## src/rtl/thermometer_ramp_driver_pkg.sv

```systemverilog
// ============================================================================
// Module : thermometer_pkg
// Brief  : Shared constants, state encoding and level-to-mask helper for the
//          thermometer ramp driver.
// Rev    : 1.0  initial release
// ============================================================================
`default_nettype none

package thermometer_pkg;

  localparam int BIN_W = 5;
  localparam int N     = 2 ** BIN_W;

  typedef enum logic [1:0] {
    ST_OFF      = 2'd0,
    ST_HOLD     = 2'd1,
    ST_RAMP     = 2'd2,
    ST_BLANKING = 2'd3
  } state_e;

  // Equivalent to (2 << lvl) - 1 without needing an N+1 bit intermediate.
  function automatic logic [N-1:0] level_to_mask(input logic [BIN_W-1:0] lvl);
    logic [N-1:0] mask;
    for (int i = 0; i < N; i++) begin
      mask[i] = (i <= int'(lvl));
    end
    return mask;
  endfunction

endpackage

`default_nettype wire

```

## src/rtl/thermometer_ramp_driver_if.sv

```systemverilog
// ============================================================================
// Module : thermometer_ramp_driver_if
// Brief  : Target command handshake plus thermometer output bundle.
// Rev    : 1.0  initial release
// ============================================================================
`default_nettype none

interface thermometer_ramp_driver_if;
  import thermometer_pkg::*;

  logic             in_valid;
  logic             in_ready;
  logic [BIN_W-1:0] in_code;
  logic             blank;
  logic [N-1:0]     therm_out;
  logic [BIN_W-1:0] level;
  logic             active;
  logic             busy;
  logic             done;

  modport master (
    output in_valid, in_code, blank,
    input  in_ready, therm_out, level, active, busy, done
  );

  modport slave (
    input  in_valid, in_code, blank,
    output in_ready, therm_out, level, active, busy, done
  );

endinterface

`default_nettype wire

```

## src/rtl/thermometer_ramp_driver_binary_to_thermometer.sv

```systemverilog
// ============================================================================
// Module : binary_to_thermometer
// Brief  : Combinational binary level to thermometer mask decoder.
// Rev    : 1.0  initial release
// ============================================================================
`default_nettype none

module binary_to_thermometer
  import thermometer_pkg::*;
(
  input  logic [BIN_W-1:0] level,
  output logic [N-1:0]     mask
);

  assign mask = level_to_mask(level);

endmodule

`default_nettype wire

```

## src/rtl/thermometer_ramp_driver.sv

```systemverilog
// ============================================================================
// Module : thermometer_ramp_driver
// Brief  : Rate-limited binary-to-thermometer driver with optional ramped blank.
// Rev    : 1.0  initial release
// ============================================================================
`default_nettype none

module thermometer_ramp_driver #(
  parameter int STEP       = 1,
  parameter int BLANK_RAMP = 1
) (
  input  logic                     clk,
  input  logic                     rst,
  thermometer_ramp_driver_if.slave bus
);
  import thermometer_pkg::*;

  localparam logic [1:0] S_OFF      = ST_OFF;
  localparam logic [1:0] S_HOLD     = ST_HOLD;
  localparam logic [1:0] S_RAMP     = ST_RAMP;
  localparam logic [1:0] S_BLANKING = ST_BLANKING;

  localparam logic [BIN_W:0] STEP_W = (BIN_W+1)'(STEP);

  logic [1:0]       state_q,  state_d;
  logic [BIN_W-1:0] level_q,  level_d;
  logic [BIN_W-1:0] target_q, target_d;
  logic             active_q, active_d;
  logic             busy_q,   busy_d;
  logic             done_q,   done_d;
  logic [N-1:0]     therm_q,  therm_d;

  logic             accept;
  logic [BIN_W:0]   cur_w, tgt_w, dist_w, stride_w;
  logic [BIN_W-1:0] toward, lower;
  logic [N-1:0]     mask_w;

  // Ready looks at the live blank input so a blank request can never be
  // accepted as a target in the same cycle.
  assign bus.in_ready = ((state_q == S_OFF) || (state_q == S_HOLD)) && !bus.blank;
  assign accept       = bus.in_valid && bus.in_ready;

  always_comb begin
    state_d  = state_q;
    level_d  = level_q;
    target_d = target_q;
    active_d = active_q;
    done_d   = 1'b0;

    if (accept) begin
      target_d = bus.in_code;
    end

    // One extra bit keeps the step clamp from wrapping at either end.
    cur_w    = {1'b0, level_q};
    tgt_w    = {1'b0, target_d};
    dist_w   = (tgt_w > cur_w) ? (tgt_w - cur_w) : (cur_w - tgt_w);
    stride_w = (dist_w < STEP_W) ? dist_w : STEP_W;
    toward   = (tgt_w > cur_w) ? BIN_W'(cur_w + stride_w) : BIN_W'(cur_w - stride_w);
    lower    = (cur_w > STEP_W) ? BIN_W'(cur_w - STEP_W) : '0;

    if ((state_q != S_OFF) && (bus.blank || (state_q == S_BLANKING))) begin
      if ((BLANK_RAMP == 0) || ((state_q == S_BLANKING) && (level_q == '0))) begin
        state_d  = S_OFF;
        level_d  = '0;
        active_d = 1'b0;
        done_d   = 1'b1;
      end else begin
        state_d = S_BLANKING;
        level_d = lower;
      end
    end else begin
      case (state_q)
        S_OFF: begin
          if (accept) begin
            active_d = 1'b1;
            level_d  = '0;
            if (bus.in_code == '0) begin
              state_d = S_HOLD;
              done_d  = 1'b1;
            end else begin
              state_d = S_RAMP;
            end
          end
        end
        S_HOLD, S_RAMP: begin
          if (accept || (state_q == S_RAMP)) begin
            level_d = toward;
            if (toward == target_d) begin
              state_d = S_HOLD;
              done_d  = 1'b1;
            end else begin
              state_d = S_RAMP;
            end
          end
        end
        default: begin
          state_d = S_OFF;
        end
      endcase
    end

    busy_d  = (state_d == S_RAMP) || (state_d == S_BLANKING);
    therm_d = active_d ? mask_w : '0;
  end

  binary_to_thermometer u_decode (
    .level (level_d),
    .mask  (mask_w)
  );

  always_ff @(posedge clk) begin
    if (rst) begin
      state_q  <= S_OFF;
      level_q  <= '0;
      target_q <= '0;
      active_q <= 1'b0;
      busy_q   <= 1'b0;
      done_q   <= 1'b0;
      therm_q  <= '0;
    end else begin
      state_q  <= state_d;
      level_q  <= level_d;
      target_q <= target_d;
      active_q <= active_d;
      busy_q   <= busy_d;
      done_q   <= done_d;
      therm_q  <= therm_d;
    end
  end

  assign bus.therm_out = therm_q;
  assign bus.level     = level_q;
  assign bus.active    = active_q;
  assign bus.busy      = busy_q;
  assign bus.done      = done_q;

endmodule

`default_nettype wire

```

## src/flat_wrapper.sv

```systemverilog
// flat-port wrapper written by rule: the top's interface ports become plain ports
module thermometer_ramp_driver_flat import thermometer_pkg::*;
#(
  parameter int STEP       = 1,
  parameter int BLANK_RAMP = 1
)
  (clk, rst, bus_in_valid, bus_in_code, bus_blank, bus_in_ready, bus_therm_out, bus_level, bus_active, bus_busy, bus_done);
  thermometer_ramp_driver_if bus_i ();
  input  logic clk;
  input  logic rst;
  input wire logic [$bits(bus_i.in_valid)-1:0] bus_in_valid;
  input wire logic [$bits(bus_i.in_code)-1:0] bus_in_code;
  input wire logic [$bits(bus_i.blank)-1:0] bus_blank;
  output wire logic [$bits(bus_i.in_ready)-1:0] bus_in_ready;
  output wire logic [$bits(bus_i.therm_out)-1:0] bus_therm_out;
  output wire logic [$bits(bus_i.level)-1:0] bus_level;
  output wire logic [$bits(bus_i.active)-1:0] bus_active;
  output wire logic [$bits(bus_i.busy)-1:0] bus_busy;
  output wire logic [$bits(bus_i.done)-1:0] bus_done;
  assign bus_i.in_valid = bus_in_valid;
  assign bus_i.in_code = bus_in_code;
  assign bus_i.blank = bus_blank;
  assign bus_in_ready = bus_i.in_ready;
  assign bus_therm_out = bus_i.therm_out;
  assign bus_level = bus_i.level;
  assign bus_active = bus_i.active;
  assign bus_busy = bus_i.busy;
  assign bus_done = bus_i.done;
  thermometer_ramp_driver #(.STEP(STEP), .BLANK_RAMP(BLANK_RAMP)) u_core (.clk(clk), .rst(rst), .bus(bus_i));
endmodule
```

## config.mk

```make
export PLATFORM = sky130hd
export DESIGN_NAME = thermometer_ramp_driver_flat
export DESIGN_NICKNAME = d
export VERILOG_FILES = /design/src/rtl/thermometer_ramp_driver_pkg.sv /design/src/rtl/thermometer_ramp_driver_if.sv /design/src/rtl/thermometer_ramp_driver_binary_to_thermometer.sv /design/src/rtl/thermometer_ramp_driver.sv /design/src/flat_wrapper.sv
export SDC_FILE = /design/constraint.sdc
export NUM_CORES = 1
export LEC_CHECK = 0
export ABC_AREA = 1
export CAP_MARGIN = 15
export CORE_MARGIN = 4
export CORE_UTILIZATION = 30
export DETAILED_ROUTE_END_ITERATION = 12
export GPL_TIMING_DRIVEN = 0
export SLEW_MARGIN = 10
export SYNTH_ARGS = -nofsm -noshare
export SYNTH_HDL_FRONTEND = slang
export SYNTH_HIERARCHICAL = 1
export SYNTH_SLANG_ARGS = --single-unit
```

## constraint.sdc

```tcl
create_clock -name clk -period 5 [get_ports clk]
set_input_delay 0.5 -clock clk [delete_from_list [all_inputs] [get_ports clk]]
set_output_delay 0.5 -clock clk [all_outputs]
set_load 0.02 [all_outputs]
```

# After elaboration in Yosys (flattened, before gate mapping)
# Cells that the tools add are included.
# totals
reg_bits	47
inputBits	9
output_inout_bits	41
elab_cells	98
# op_classes
bitwise	1
order_cmp	34
eq_ne	6
addsub	5
muxes	29
n_reduce_logical	15
# ops
operator	count
less-or-equal comparator 5 bit (first input constant)	16
less-or-equal comparator 4 x 5 -> 1 bit (first input constant)	8
2-to-1 mux 5 bit	8
less-or-equal comparator 3 x 5 -> 1 bit (first input constant)	4
2-to-1 mux 2 bit	6
subtractor 5 x 5 -> 6 bit	2
2-to-1 mux 1 bit	11
less-or-equal comparator 2 x 5 -> 1 bit (first input constant)	2
logical NOT 5 bit	2
one-hot mux 5 bit (2 select lines)	1
equality test 2 bit (second input constant)	4
less-than comparator 6 x 1 -> 1 bit (second input constant)	1
2-to-1 mux 6 bit	1
adder 5 bit	1
equality test 5 bit	1
> comparator 5 x 1 -> 1 bit (second input constant)	1
> comparator 5 bit	1
less-or-equal comparator 1 x 5 -> 1 bit (first input constant)	1
subtractor 5 x 1 -> 5 bit (second input constant)	1
subtractor 5 bit	1
logical AND 1 bit	4
logical OR 1 bit	4
one-hot mux 2 bit (2 select lines)	1
OR reduction 2 bit	2
other kinds (6)	6

# Longest topological paths before layout
# depth
word_depth	18
ltp_mapped	41
ltp_nobuf	39

# Cells and area by module
# Netlist, hierarchy kept.
# modules_own_cells
module	instances	seq_area_each_um2	cells_per_inst	area_each_um2
thermometer_ramp_driver	1	940.9	368	2632.5
binary_to_thermometer	1	0.0	57	260.2

# Least setup slack after synthesis
# No wires, ideal clock.
# synth_timing
path_kind	register to register
startpoint	reg u_core.state_q[0]
endpoint	reg u_core.therm_q[11], in the netlist u_core/bus.therm_out[11]
stages_incl_launch_ff	40
period_less_slack_ns	5.086
setup_time_ns	0.116
arrival_ns	4.970
slack_ns	-0.086
t_required_ns	4.884
path_buffers	1
cell_sequence	dfxtp_1 > inv_1 > ha_1 > inv_2 > nand2_2 > nand3_4 > inv_1 > or2_2 > o21ai_2 > inv_1 > ha_1 > nand2_1 > nor2_1 > nand2_1 > nand2_2 > inv_1 > nor2_1 > a31oi_2 > [4 not listed] > nand2_1 > inv_1 > fa_1 > nand3b_1 > nand2_1 > nand2_1 > nand2_1 > inv_1 > nand2_1 > nand2_1 > o211ai_1 > nand2_1 > buf_2 > inv_1 > nand2_1 > o21bai_1 > inv_1 > nor2_1
# synth_via
elab_chain_cells	15
elab_cells_between_ends	35
classes_between	4 x add/sub; 3 x order compare; 3 x eq/ne; 13 x mux; 1 x bitwise; 11 x reduce/logical
# synth_lines
element	line_no	source
start: declaration	thermometer_ramp_driver.sv:25	logic [1:0] state_q, state_d;
start signal: assignment	thermometer_ramp_driver.sv:122	state_q <= state_d;
equality test 2 x 1 -> 1 bit / logical NOT 2 bit (equally long branches)	thermometer_ramp_driver.sv:40	assign bus.in_ready = ((state_q == S_OFF) || (state_q == S_HOLD)) && !bus.blank;
logical OR 1 bit *	thermometer_ramp_driver.sv:40	
logical AND 1 bit *	thermometer_ramp_driver.sv:40	
logical AND 1 bit *	thermometer_ramp_driver.sv:41	assign accept = bus.in_valid && bus.in_ready;
2-to-1 mux 5 bit *	thermometer_ramp_driver.sv:50	if (accept) begin
via u_core.target_d[4]	thermometer_ramp_driver.sv:27	logic [BIN_W-1:0] target_q, target_d;
subtractor 5 x 5 -> 6 bit / > comparator 5 bit (equally long branches)	thermometer_ramp_driver.sv:57, thermometer_ramp_driver.sv:59	
2-to-1 mux 6 bit	thermometer_ramp_driver.sv:57	dist_w = (tgt_w > cur_w) ? (tgt_w - cur_w) : (cur_w - tgt_w);
[2 not listed]	-	
subtractor 5 bit / adder 5 bit (equally long branches)	thermometer_ramp_driver.sv:59	toward = (tgt_w > cur_w) ? BIN_W'(cur_w + stride_w) : BIN_W'(cur_w - stride_w);
2-to-1 mux 5 bit *	thermometer_ramp_driver.sv:59	
2-to-1 mux 5 bit *	thermometer_ramp_driver.sv:87	if (accept || (state_q == S_RAMP)) begin
one-hot mux 5 bit (2 select lines) *	thermometer_ramp_driver.sv:73	case (state_q)
2-to-1 mux 5 bit *	thermometer_ramp_driver.sv:62	if ((state_q != S_OFF) && (bus.blank || (state_q == S_BLANKING))) begin
via u_core.level_d[4]	thermometer_ramp_driver.sv:26	logic [BIN_W-1:0] level_q, level_d;
less-or-equal comparator 4 x 5 -> 1 bit *	thermometer_ramp_driver_pkg.sv:25	mask[i] = (i <= int'(lvl));
via u_core.mask_w[11]	thermometer_ramp_driver.sv:36	logic [N-1:0] mask_w;
end signal: assignment	thermometer_ramp_driver.sv:128	therm_q <= therm_d;
end: declaration	thermometer_ramp_driver.sv:31	logic [N-1:0] therm_q, therm_d;
# The timed path passes the listed nets; every way through them passes the cells marked *.
# A chain may end at the register's enable or synchronous reset.

# Final worst setup path
# layout_timing
startpoint	reg u_core.state_q[0]
endpoint	reg u_core.therm_q[1], in the netlist u_core/bus.therm_out[1]
# layout_via
elab_chain_cells	15
elab_cells_between_ends	35
classes_between	4 x add/sub; 3 x order compare; 3 x eq/ne; 13 x mux; 1 x bitwise; 11 x reduce/logical
# layout_lines
element	line_no
equality test 2 x 1 -> 1 bit / logical NOT 2 bit (equally long branches)	thermometer_ramp_driver.sv:40
logical OR 1 bit *	thermometer_ramp_driver.sv:40
logical AND 1 bit *	thermometer_ramp_driver.sv:40
logical AND 1 bit *	thermometer_ramp_driver.sv:41
2-to-1 mux 5 bit *	thermometer_ramp_driver.sv:50
via u_core.target_d[4]	thermometer_ramp_driver.sv:27
subtractor 5 x 5 -> 6 bit / > comparator 5 bit (equally long branches)	thermometer_ramp_driver.sv:57, thermometer_ramp_driver.sv:59
2-to-1 mux 6 bit	thermometer_ramp_driver.sv:57
[2 not listed]	-
subtractor 5 bit / adder 5 bit (equally long branches)	thermometer_ramp_driver.sv:59
2-to-1 mux 5 bit *	thermometer_ramp_driver.sv:59
2-to-1 mux 5 bit *	thermometer_ramp_driver.sv:87
one-hot mux 5 bit (2 select lines) *	thermometer_ramp_driver.sv:73
2-to-1 mux 5 bit *	thermometer_ramp_driver.sv:62
via u_core.level_d[4]	thermometer_ramp_driver.sv:26
less-or-equal comparator 1 x 5 -> 1 bit *	thermometer_ramp_driver_pkg.sv:25
via u_core.mask_w[1]	thermometer_ramp_driver.sv:36
# Marked as above.

==> run summary <==
STA
• **count of pins over their slew limit** 0
• **slew at the pin closest to its max-slew limit** 0.5261 ns
• **share of the cycle needed by the critical path after routing** 100.6%
• **RSZ-0062 raised after global routing** yes
• **minimum clock period after layout** 5.031 ns
• **clock skew** 0.01365 ns
• **Highest Clock Rate** 198.8 MHz
• **# setup viols final** 6
• **Final Hold Fails** 0
• **headroom to the max-slew limit** 64.93%
• **Final WS setup** -0.03139 ns
• **Hold WS** 0.5395 ns

Drt
• **drt total wl** 8013 um
• **Iteration-0 DRC Markers** 192
• **drt drc** 0
• **number of vias in the routed layout** 2934
• **DRT antenna net count** 0
• **total iterations of the first detailed-routing run** 4
• **detail-routed net length per standard cell** 12.27 um
• **Avg Vias per Cell** 4.493

Clocking
• **Clock transition at path regs** 0.09 ns
• **worst-case clock buffer depth** 2
• **TritonCTS clock tree** done
• **maximum level of the CTS H-tree** 2
• **Clk Tree Root Cell** clkbuf_8
• **clock sinks** 47
• **clock insertion delay at the later pin of the skew report** 0.29 ns
• **TritonCTS Buffers** 5

Critical path
• **WS Path Type** register to register
• **cell mode on critical path** nand2_2
• **Critical-path top delay cell** dfxtp_4
• **stage delay of the slowest cell on the critical path** 0.38 ns
• **logic depth of the worst register-to-register path** 40
• **R2R Path Start** u_core/state_q[0]$_SDFF_PP0_
• **data required time of the worst path** 5.19 ns
• **endpoint of the worst-slack reg-to-reg timing path** u_core/bus.therm_out[1]$_SDFF_PP0_
• **critical path arrival** 5.22 ns
• **endpoint type of the worst setup path** register
• **startpoint class of the critical path** register
• **worst setup slack for register-to-register paths** -0.03 ns
• **crit-path max FO** 7

Final layout
• **Area growth, synth to finish** 46.19%
• **count of antenna diodes in the layout** 0
• **share of layout cells above drive strength 1** 26.34%
• **fillcell total** 924
• **number of nets in the finished design** 556
• **Final Core Density** 45.34%

Power
• **overall power of the completed layout** 2.645 mW
• **power density over cell area** 625.5 mW/mm2
• **peak supply drop** 0.0001796 V
• **static leakage** 1.910 nW

Die
• **Placeable Area** 0.009328 mm2
• **die width** 106.2 um
• **floorplan row count** 35
• **Die Y** 106.2 um
• **effective utilization at floorplan** 31.01%
• **die area** 0.01128 mm2
• **top-level I/O count** 50

GRT
• **initial antenna violation count** 0
• **global-route wire length before repair** 12590 um
• **largest net degree at the start of global routing** 14
• **GRT Residual Overflow** 0
• **Overall Global Routing Usage** 13.58%
• **via count of the first global-routing pass** 2787

Synth
• **syn avg cell area** 6.807 um2
• **fraction of the yosys area taken by sequential cells** 32.53%
• **synthesized netlist net count** 457
• **number of instances in the synthesized netlist** 425
• **netlist area before placement** 0.002893 mm2
• **dominant cell type by area after synthesis** dfxtp_1
• **number of storage elements in the synthesis netlist** 47
• **count of warnings emitted by yosys** 6
• **top cell type's share of synthesized area** 32.53%
• **number of distinct library cells after synthesis** 40
• **largest cells by area after synthesis** dfxtp_1 (33%), inv_1 (11%), nand2_1 (9.9%)

Placement
• **count of port buffers added during placement** 49
• **HPWL Detailed** 5571 um
• **pre-CTS worst setup slack** -0.9926 ns
• **routability cong.** 0.9147

Hold path
• **endpoint of the worst hold path** u_core/bus.active$_SDFF_PP0_
• **worst min path class** register to register
• **count of cells along the worst hold path** 4
• **hold path start** u_core/bus.active$_SDFF_PP0_

Outcome
• **status** complete, but fails checks
• **failing checks** negative setup slack

Flow run
• **number of max-cap violations** 0

state kept, by name, summed over array words and instances (netlist names):
register and cells:
u_core/target_q 5, u_core/bus.done 1, u_core/bus.busy 1, u_core/state_q 2, u_core/bus.therm_out 32, u_core/bus.level 5
u_core/bus.active 1
what timing repair did:
action                     CTS  global route
setup buffers               28            15
gates resized for setup     53            31
setup endpoints to repair   36            34
pin swaps                   22            33
hold buffers                 0             0
hold endpoints to repair     0             0
cells in the mapped netlist, drive strengths merged:
cell type,n
o221a,1
fa,2
xnor2,1
a32oi,1
o22ai,1
xor2,8
a21oi,20
conb,2
dfxtp,47
nor3,3
o211ai,2
nand3,21
ha,21
buf,7
nand3b,2
or2,1
inv,92
o21ai,21
a31oi,5
nor2,74
clkbuf,2
nand4,2
nand2,84
a221oi,1
nor4,1
o21bai,3
power by group:
| group | leakage, nW | total (mW) | internal [mW] | switching, mW |
|---|---|---|---|---|
| Combinational | 1.48 | 1.95 | 0.841 | 1.11 |
| Sequential | 0.382 | 0.469 | 0.437 | 0.0322 |
| Clock | 0.0470 | 0.230 | 0.109 | 0.121 |
layout make-up:
class                   instances  area, um2  share of cell area (%)
repair buffers                 92      825.8                   19.53
clock buffers                   6      82.58                   1.953
multi-input cells             277       1783                   42.16
flip-flops and latches         47      945.9                   22.37
clock inverters                 1      5.005                  0.1183
inverters                      92      357.8                   8.462
well taps                     129      161.4                   3.817
plain buffers                   9      67.56                   1.598
stage by stage:
step	cell area (um2)	setup TNS [ns]	instances
global placement	3565	-23.09	603
detailed placement	3565	-27.16	603
floorplan	2913	0	425
CTS	4006	-0.03230	638
finish	4229	-0.09723	653
global route	4229	-7.787	653
routing by layer:
| layer | track usage [%] | routed length, um | vias up |
|---|---|---|---|
| met3 | 2.914 | 482 | 6 |
| met4 | 2.590 | 77 | 0 |
| met1 | 16.95 | 3507 | 1356 |
| met2 | 24.12 | 3945 | 82 |
| li1 | - | - | 1490 |
| met5 | 0 | 0 | - |
critical path: cells and delay by family, from the launching register on:
family	cells	cell delay (ns)
simple gates	21	1.91
fa+ha+maj	4	1.07
buf+inv	11	0.96
compound gates	3	0.43
flops	1	0.38
xor+xnor	1	0.16
worst max path at each step:
stage	startpoint	endpoint	slack (ns)	cells past startpoint
5_1_grt	u_core/state_q[0]$_SDFF_PP0_	u_core/bus.therm_out[1]$_SDFF_PP0_	-0.37	39
3_5_place_dp	bus_blank	u_core/bus.therm_out[1]$_SDFF_PP0_	-0.99	38
6_report	u_core/state_q[0]$_SDFF_PP0_	u_core/bus.therm_out[1]$_SDFF_PP0_	-0.03	40
4_1_cts	u_core/state_q[0]$_SDFF_PP0_	u_core/bus.therm_out[1]$_SDFF_PP0_	-0.03	41
2_1_floorplan	u_core/state_q[0]$_SDFF_PP0_	u_core/bus.therm_out[1]$_SDFF_PP0_	0.004	41
3_3_place_gp	bus_blank	u_core/bus.therm_out[1]$_SDFF_PP0_	-0.86	38
placed cells by master, fill, tap and decap left out, types with 3 or more instances in the layout:
master           instances
a21oi_1                 19
nor3_1                   3
nand3_1                 16
nand3_2                  4
nand2_1                 65
nand2_4                  6
dfxtp_1                 45
buf_4                   40
nand2_2                 13
ha_1                    15
nor2_2                   8
inv_4                    5
o21ai_1                  3
xor2_2                   4
inv_1                   73
o21ai_0                 14
clkbuf_8                 6
buf_6                    6
buf_2                    3
ha_4                     4
a31oi_1                  4
nor2_4                   6
clkdlybuf4s50_1         47
xor2_1                   4
inv_2                   14
nor2_1                  60
logic make-up (layout without fill, tap and decap cells):
kind of cell | after synthesis | after routing | synth area share, %
and+or+nand+nor | 188 | 188 | 28.89
other | 2 | 2 | 0.2596
buffers and inverters | 101 | 200 | 13.71
AOI/OAI and AO/OA | 55 | 55 | 11.42
DFF | 47 | 47 | 32.53
xor gates and xnor gates | 9 | 9 | 2.725
adders and majority gates | 23 | 23 | 10.47
(Power assumes the default switching activity.)
